--- src/rtl/exu_pkg.sv ---
// Shared definitions for the EXU: data width, opcode map, FSM states and
// decode helpers used by both the ALU and the control/register-file top.
package exu_pkg;

   localparam int DATA_W   = 8;
   localparam int NUM_REGS = 4;
   localparam int OP_W     = 4;

   localparam logic [OP_W-1:0] OP_NOP  = 4'd0;
   localparam logic [OP_W-1:0] OP_LDI  = 4'd1;
   localparam logic [OP_W-1:0] OP_MOV  = 4'd2;
   localparam logic [OP_W-1:0] OP_ADD  = 4'd3;
   localparam logic [OP_W-1:0] OP_ADC  = 4'd4;
   localparam logic [OP_W-1:0] OP_SUB  = 4'd5;
   localparam logic [OP_W-1:0] OP_AND  = 4'd6;
   localparam logic [OP_W-1:0] OP_OR   = 4'd7;
   localparam logic [OP_W-1:0] OP_XOR  = 4'd8;
   localparam logic [OP_W-1:0] OP_INC  = 4'd9;
   localparam logic [OP_W-1:0] OP_DEC  = 4'd10;
   localparam logic [OP_W-1:0] OP_SHL  = 4'd11;
   localparam logic [OP_W-1:0] OP_SHR  = 4'd12;
   localparam logic [OP_W-1:0] OP_JMPS = 4'd13;
   localparam logic [OP_W-1:0] OP_JMP  = 4'd14;
   localparam logic [OP_W-1:0] OP_EOP  = 4'd15;

   typedef enum logic [1:0] {
      ST_IDLE   = 2'd0,
      ST_EXEC   = 2'd1,
      ST_DONE   = 2'd2,
      ST_SETTLE = 2'd3
   } state_t;

   // Jump opcodes are resolved by the fetch unit; here they behave as NOP.
   function automatic logic writes_rd(input logic [OP_W-1:0] op);
      return (op >= OP_LDI) && (op <= OP_SHR);
   endfunction

   function automatic logic sets_flags(input logic [OP_W-1:0] op);
      return (op >= OP_ADD) && (op <= OP_SHR);
   endfunction

endpackage

--- src/rtl/exu_alu.sv ---
// Combinational 8-bit ALU: result plus carry/borrow and zero flags.
module exu_alu
   import exu_pkg::*;
(
   input  logic [DATA_W-1:0] a,
   input  logic [DATA_W-1:0] b,
   input  logic              cf_in,
   input  logic [OP_W-1:0]   opcode,
   output logic [DATA_W-1:0] result,
   output logic              cf_out,
   output logic              zf_out
);

   localparam logic [DATA_W:0] ONE_W = {{DATA_W{1'b0}}, 1'b1};

   // Ninth bit carries the carry-out on add and the borrow on subtract.
   logic [DATA_W:0] wide;

   always_comb begin
      result = a;
      cf_out = cf_in;
      wide   = '0;
      case (opcode)
         OP_LDI, OP_MOV: result = b;
         OP_ADD: begin
            wide   = {1'b0, a} + {1'b0, b};
            result = wide[DATA_W-1:0];
            cf_out = wide[DATA_W];
         end
         OP_ADC: begin
            wide   = {1'b0, a} + {1'b0, b} + {{DATA_W{1'b0}}, cf_in};
            result = wide[DATA_W-1:0];
            cf_out = wide[DATA_W];
         end
         OP_SUB: begin
            wide   = {1'b0, a} - {1'b0, b};
            result = wide[DATA_W-1:0];
            cf_out = wide[DATA_W];
         end
         OP_AND: begin
            result = a & b;
            cf_out = 1'b0;
         end
         OP_OR: begin
            result = a | b;
            cf_out = 1'b0;
         end
         OP_XOR: begin
            result = a ^ b;
            cf_out = 1'b0;
         end
         OP_INC: begin
            wide   = {1'b0, a} + ONE_W;
            result = wide[DATA_W-1:0];
            cf_out = wide[DATA_W];
         end
         OP_DEC: begin
            wide   = {1'b0, a} - ONE_W;
            result = wide[DATA_W-1:0];
            cf_out = wide[DATA_W];
         end
         OP_SHL: begin
            result = {a[DATA_W-2:0], 1'b0};
            cf_out = a[DATA_W-1];
         end
         OP_SHR: begin
            result = {1'b0, a[DATA_W-1:1]};
            cf_out = a[0];
         end
         default: begin
            result = a;
            cf_out = cf_in;
         end
      endcase
   end

   assign zf_out = (result == '0);

endmodule

--- src/rtl/exu.sv ---
// Execution unit: four-state handshake FSM, 4x8 register file and flags,
// with arithmetic delegated to exu_alu.
module exu
   import exu_pkg::*;
(
   input  logic              clock,
   input  logic              reset_n,
   input  logic              instr_valid_i,
   input  logic [15:0]       instr_i,
   output logic              instr_done_o,
   output logic              cf_o,
   output logic              zf_o,
   output logic              busy_o,
   input  logic [1:0]        dbg_sel_i,
   output logic [DATA_W-1:0] dbg_data_o
);

   state_t            state_reg, state_next;
   logic [15:0]       instr_reg;
   logic [DATA_W-1:0] regs [NUM_REGS];
   logic              cf_reg, zf_reg;

   logic [OP_W-1:0]   opcode;
   logic [1:0]        rd, rs;
   logic [DATA_W-1:0] imm;
   logic [DATA_W-1:0] alu_b, alu_result;
   logic              alu_cf, alu_zf;
   logic              write_en, flag_en;

   assign opcode = instr_reg[15:12];
   assign rd     = instr_reg[11:10];
   assign rs     = instr_reg[9:8];
   assign imm    = instr_reg[7:0];

   // LDI routes the immediate through the ALU's b operand.
   assign alu_b = (opcode == OP_LDI) ? imm : regs[rs];

   exu_alu u_alu (
      .a      (regs[rd]),
      .b      (alu_b),
      .cf_in  (cf_reg),
      .opcode (opcode),
      .result (alu_result),
      .cf_out (alu_cf),
      .zf_out (alu_zf)
   );

   assign write_en = (state_reg == ST_EXEC) && writes_rd(opcode);
   assign flag_en  = (state_reg == ST_EXEC) && sets_flags(opcode);

   always_comb begin
      state_next = state_reg;
      case (state_reg)
         ST_IDLE:   if (instr_valid_i) state_next = ST_EXEC;
         ST_EXEC:   state_next = ST_DONE;
         ST_DONE:   state_next = ST_SETTLE;
         ST_SETTLE: state_next = ST_IDLE;
         default:   state_next = ST_IDLE;
      endcase
   end

   always_ff @(posedge clock) begin
      if (!reset_n) begin
         state_reg <= ST_IDLE;
         instr_reg <= '0;
         cf_reg    <= 1'b0;
         zf_reg    <= 1'b0;
      end else begin
         state_reg <= state_next;
         if (state_reg == ST_IDLE && instr_valid_i) instr_reg <= instr_i;
         if (flag_en) begin
            cf_reg <= alu_cf;
            zf_reg <= alu_zf;
         end
      end
   end

   // Both operands were read from regs before this edge, so rd==rs is safe.
   generate
      for (genvar gi = 0; gi < NUM_REGS; gi++) begin : g_regfile
         always_ff @(posedge clock) begin
            if (!reset_n) regs[gi] <= '0;
            else if (write_en && (rd == gi[1:0])) regs[gi] <= alu_result;
         end
      end
   endgenerate

   assign instr_done_o = (state_reg == ST_DONE);
   assign busy_o       = (state_reg != ST_IDLE);
   assign cf_o         = cf_reg;
   assign zf_o         = zf_reg;
   assign dbg_data_o   = regs[dbg_sel_i];

endmodule

--- config.mk ---
export PLATFORM = sky130hd
export DESIGN_NAME = exu
export DESIGN_NICKNAME = d
export VERILOG_FILES = /design/src/rtl/exu_pkg.sv /design/src/rtl/exu_alu.sv /design/src/rtl/exu.sv
export SDC_FILE = /design/constraint.sdc
export NUM_CORES = 1
export LEC_CHECK = 0
export BUFFER_PORTS_ARGS = -buffer_cell sky130_fd_sc_hd__buf_2
export CAP_MARGIN = 15
export CORE_ASPECT_RATIO = 1.2
export CORE_MARGIN = 2
export CORE_UTILIZATION = 56
export DETAILED_ROUTE_END_ITERATION = 10
export HOLD_SLACK_MARGIN = 0.12
export PLACE_DENSITY = 0.82
export SLEW_MARGIN = 20
export SYNTH_ARGS = -nofsm -noshare
export SYNTH_HDL_FRONTEND = slang
export SYNTH_SLANG_ARGS = --single-unit
export TNS_END_PERCENT = 100
--- constraint.sdc ---
create_clock -name clock -period 3.65 [get_ports clock]
set_input_delay 0.1825 -clock clock [delete_from_list [all_inputs] [get_ports clock]]
set_output_delay 0.1825 -clock clock [all_outputs]
set_load 0.02 [all_outputs]
Word-level counts from Yosys, hierarchy flattened. Memories as Yosys holds them, arrays and structs flattened. A register that Yosys moved wholly into a read port is not among the register bits. Cells that the tools add are included.

Flip-flop bits (word level): 20. Output and inout bits: 12. Word-level logic and storage cells: 82. Memory bits (writable): 32. Memories kept: 1. Bits of input ports: 21.

Magnitude comparators: 3. Equal/unequal tests: 19. Bitwise operators: 7. Multiplexer cells: 26. $add $sub $neg: 5. Reductions and logical operators: 17.

Memories: regs (depth 4, bits a word 8, rd ports 3, clocked after memory_dff 2, wr ports 4, RTL line exu.sv:20) `logic [DATA_W-1:0] regs [NUM_REGS];`.

Operator list (count): one-hot mux 8 bit (11 select lines) (1); 2-to-1 mux 8 bit (5); == test 4 bit, second input constant (5); == test 4 x 3 -> 1 bit, second input constant (4); 2-to-1 mux 1 bit (13); 2-to-1 mux 2 bit (5); adder 8 x 1 -> 9 bit, second input constant (1); adder 8 x 8 -> 9 bit (1); adder 9 x 1 -> 9 bit (1); logical AND 1 bit (9); subtractor 8 x 1 -> 9 bit, second input constant (1); subtractor 8 x 8 -> 9 bit (1); AND 8 bit (1); == test 2 bit, second input constant (4); == test 4 x 2 -> 1 bit, second input constant (2); zero test 8 bit (1); OR 8 bit (1); one-hot mux 1 bit (8 select lines) (1); one-hot mux 2 bit (4 select lines) (1); nonzero test 8 bit (1); bitwise XOR 8 bit (1); == test 2 x 1 -> 1 bit, second input constant (2); == test 4 x 1 -> 1 bit, second input constant (1); greater-or-equal comparator 4 x 1 -> 1 bit, second input constant (1); 9 further kinds (13).

Depth between registers and ports, before layout.
Depth in word-level cells: 8. Gate-level depth with buffers: 18. Mapped depth without buffers: 16.

Modules after synthesis. Synthesis repeated with hierarchy kept, for this count alone.

Cells, all modules: 570. Area total of the unflattened synthesis: 5182.5 µm².

Modules (own cells, without submodules): exu (area an instance 2830.2 µm², instances 1, cells each 229, seq. area each 1441.4 µm²); exu_alu (area an instance 2352.3 µm², instances 1, cells each 341, seq. area each 0.0 µm²).

Worst setup path before layout. No wires, ideal clock.

Path kind: register to register. Start: reg instr_reg[14]. End: reg zf_reg (netlist: zf_o). Data required time: 3583 ps. Cell stages (with the launch flop): 18. Path buffers: 2. Data arrival time: 3931 ps. Period minus slack after synthesis: 3998 ps. Slack: -348 ps. Setup time: 67 ps. Cell sequence: dfxtp_1 -> clkbuf_1 -> nor4b_1 -> clkbuf_1 -> mux2i_1 -> inv_1 -> ha_1 -> inv_1 -> fa_1 -> nor2b_1 -> o21ai_0 -> a211oi_1 -> nand2b_1 -> mux2i_1 -> o32ai_1 -> and4b_1 -> nand3_2 -> a21oi_2.

Word-level cells in the longest chain between the ends: 6. Elaborated cells between the ends (all ways): 26. Those cells by class: add/sub (3); order compare (2); eq/ne (12); mux (2); bitwise (3); reduce/logical (4).

RTL lines: start: declaration (RTL line exu.sv:19) `logic [15:0] instr_reg;`; start signal: assignment (RTL line exu.sv:70) `if (state_reg == ST_IDLE && instr_valid_i) instr_reg <= instr_i;`; == test 4 x 1 -> 1 bit (RTL line exu_alu.sv:23, exu.sv:36); 2-to-1 mux 8 bit (RTL line exu.sv:36) `assign alu_b = (opcode == OP_LDI) ? imm : regs[rs];`; adder 8 x 8 -> 9 bit (RTL line exu_alu.sv:26, exu_alu.sv:31); adder 9 x 1 -> 9 bit (RTL line exu_alu.sv:31) `wide = {1'b0, a} + {1'b0, b} + {{DATA_W{1'b0}}, cf_in};`; one-hot mux 8 bit (11 select lines) (RTL line exu_alu.sv:23) `case (opcode)`; zero test 8 bit (RTL line exu_alu.sv:77) `assign zf_out = (result == '0);`; end signal: assignment (RTL line exu.sv:73) `zf_reg <= alu_zf;`; end: declaration (RTL line exu.sv:21) `logic cf_reg, zf_reg;`.

Parallel ways exist; a longest one is shown, timed or not. A chain may end at the register's enable or synchronous reset.

==> run metrics <==
post-synth top area cell=edfxtp_1; # port buffers=32; H-tree depth=2; # diodes=0; I/O pin count=33; Hold Fails Final Rpt=0; Max Cap Viol=0; vias=5387; Peak VDD IR=0.496 mV; Routed WL=17900 um; antenna viol nets, final=0; CP Capture Type=flop; RSZ-0062 raised after global routing=yes; max reg flops=32; antenna violations before repair=0; Yosys top cell area share=0.187; routed len/inst=between 20 and 25 um; Synth Net Count=642; critical path required time=3.91 ns; Hold Path Class=in -> reg; synthesized area=just over 5000 sq um; Startpoint Class=flop; RePlAce Congestion=between 1 and 1.5; FF+latch count, synth=56; LEAKAGE=0.00254 uW; global route hottest layer=met2; Die Y=109 um; ratio of cells with drive above 1 in the final layout=0.328; CTS Buf Count=5; Die X=91.5 um; hold_ws=0.136 ns; hpwl dp=approximately 13000 um; First-pass DRT Iterations=5; final cycle utilization of the critical path=1.01; status=complete, but fails checks; CTS Sinks=56; Total GRT Usage=0.357; Die ar.=approximately 10000 sq um; Worst Reg-to-Reg Cells=17; failing checks=setup timing; achievable clock frequency=272 MHz; GR Layer Usage met2=0.642; crit path capture=zf_o$_SDFFE_PN0P_; final setup margin=-0.0210 ns; EDFF count, synth=32; top post-synthesis cells by area=edfxtp_1, mux4_2, dfxtp_1, ha_1, nand2_1; Slew headroom=0.439; total power=4370 uW; Remaining DRCs=0; Setup violations, final=1; Yosys warnings=0; GRT met1 Usage=0.411; fin. max-slew vios=0; Worst R2R End=zf_o$_SDFFE_PN0P_; most common cell after layout, fill and taps aside=buf_4; largest net degree at the start of global routing=44; Clock transition at path regs=approximately 0.11 ns; sequential fraction of the synthesis area=0.280; Layout Cells excl Fill=slightly above 800; clock skew=~0.014 ns; clk root buf=clkbuf_8; Primary FF master, synth=edfxtp_1; setup_tns=-0.0210 ns; Power Density=663 nW/um^2; FP Rows=38; gr ovfl total=0; Worst-Skew Late Latency=0.33 ns; CTS tree=done; Worst Path Arrival=3.93 ns; Period minus WS final=3.67 ns; final net count=742; placed cells=slightly below 800; Bufs on Longest Clock Path=2; M3 GR Usage=0.0463; R2R Setup Slk=-0.02 ns; critical path class=reg -> reg; Cells after Synth=587; initial DRC count=653; first-pass GRT wire length=27300 um; vias in the first global route=5237; P&R area growth vs syn=28.2%; Least-Margin Pin Slew=~0.84 ns; crit-path max FO=3; Syn Area/Cell=8.76 sq um; via/cell ratio=6.67; pre-CTS WS=-0.200 ns; core footprint=8990 sq um; starting density of the core=0.572; commonest non-fill, non-tap cells in the layout=buf_4, nand2_1, nor2_1; Post-synth ARST share=0; Netlist cell types=75
power by group:
| part | internal (uW) | total, uW | switching [uW] |
|---|---|---|---|
| combinational | 1410 | 3180 | 1770 |
| clock | 145 | 366 | 221 |
| sequential | 750 | 826 | 75.7 |
| total | 2310 | 4370 | 2060 |
per-layer routing:
layer	share of wire	up-vias	wire length, um
met4	0.062	0	1110
li1	-	2374	-
met3	0.071	89	1270
met1	0.36	2601	6390
met2	0.51	323	9130
met5	0	-	0
cell type report:
type                       count  area, sq um
multi-input combinational    456         3790
inverter                      35          131
sequential                    56         1450
tap                          120          150
clock inverter                 3         28.8
timing repair buffer         133          980
fill                         649         2390
clock buffer                   5         68.8
Yosys cell counts (all sizes together), types with 5 or more instances:
library cell	n
nand2	65
nor2	58
a21oi	47
inv	35
edfxtp	32
ha	32
o21ai	28
clkbuf	25
mux4	25
dfxtp	24
nand3	17
buf	15
nand2b	14
nor2b	12
mux2i	10
nor3	10
xnor2	10
o2111ai	9
o211ai	9
a211oi	8
or3	6
a2111oi	5
nor4bb	5
o21a	5
worst min-delay path by stage:
| stage | from | end | slack [ns] | depth (start not counted) |
|---|---|---|---|---|
| after floorplan | instr_i[2] | instr_reg[2]$_SDFFE_PN0P_ | 0.32 | 2 |
| after global placement | instr_i[5] | instr_reg[5]$_SDFFE_PN0P_ | 0.42 | 3 |
| after detailed placement | instr_i[12] | instr_reg[12]$_SDFFE_PN0P_ | 0.43 | 3 |
| after CTS | reset_n | cf_o$_SDFFE_PN0P_ | 0.13 | 3 |
| after global routing | instr_i[10] | flop | 0.14 | 3 |
| final | instr_i[10] | flop | 0.14 | 3 |
cells by family after synthesis:
group | count (synthesis) | synth area share
AND/OR/NAND/NOR | 215 | 0.210
buffers and inverters | 75 | 0.0599
multiplexers | 37 | 0.134
flip-flops | 56 | 0.280
adder cells (fa/ha/maj) | 34 | 0.0856
XOR/XNOR | 14 | 0.0265
AO/OA/AOI/OAI | 156 | 0.204
per-stage QoR:
stage,utilization,cell area (sq um)
6_report,0.734,6590
3_3_place_gp,0.655,5890
2_1_floorplan,-,5160
4_1_cts,0.706,6340
3_5_place_dp,0.655,5890
5_1_grt,0.734,6590
repair_timing:
| action | CTS | global route |
|---|---|---|
| pin swaps | 10 | 22 |
| resized for setup | 44 | 48 |
| hold buffers | 15 | 0 |
| buffers inserted | 4 | 4 |
| endpoints found under the hold margin | 17 | 0 |
| gates cloned | 0 | 0 |
| endpoints found under the setup margin | 22 | 22 |
critical path: stages, from the launching register on:
cell and delay [ns]:
dfxtp_2 0.36, buf_6 0.10, mux4_2 0.52, mux2i_4 0.19, buf_4 0.14, buf_4 0.09
buf_4 0.09, ha_1 0.25, ha_2 0.22, ha_4 0.17, xnor2_2 0.16, a211oi_1 0.12
a2111oi_2 0.33, o2bb2ai_1 0.20, nand4_1 0.18, and4b_1 0.30, nand3_2 0.08, a21oi_2 0.11
Power figures use the tool's default switching activity.
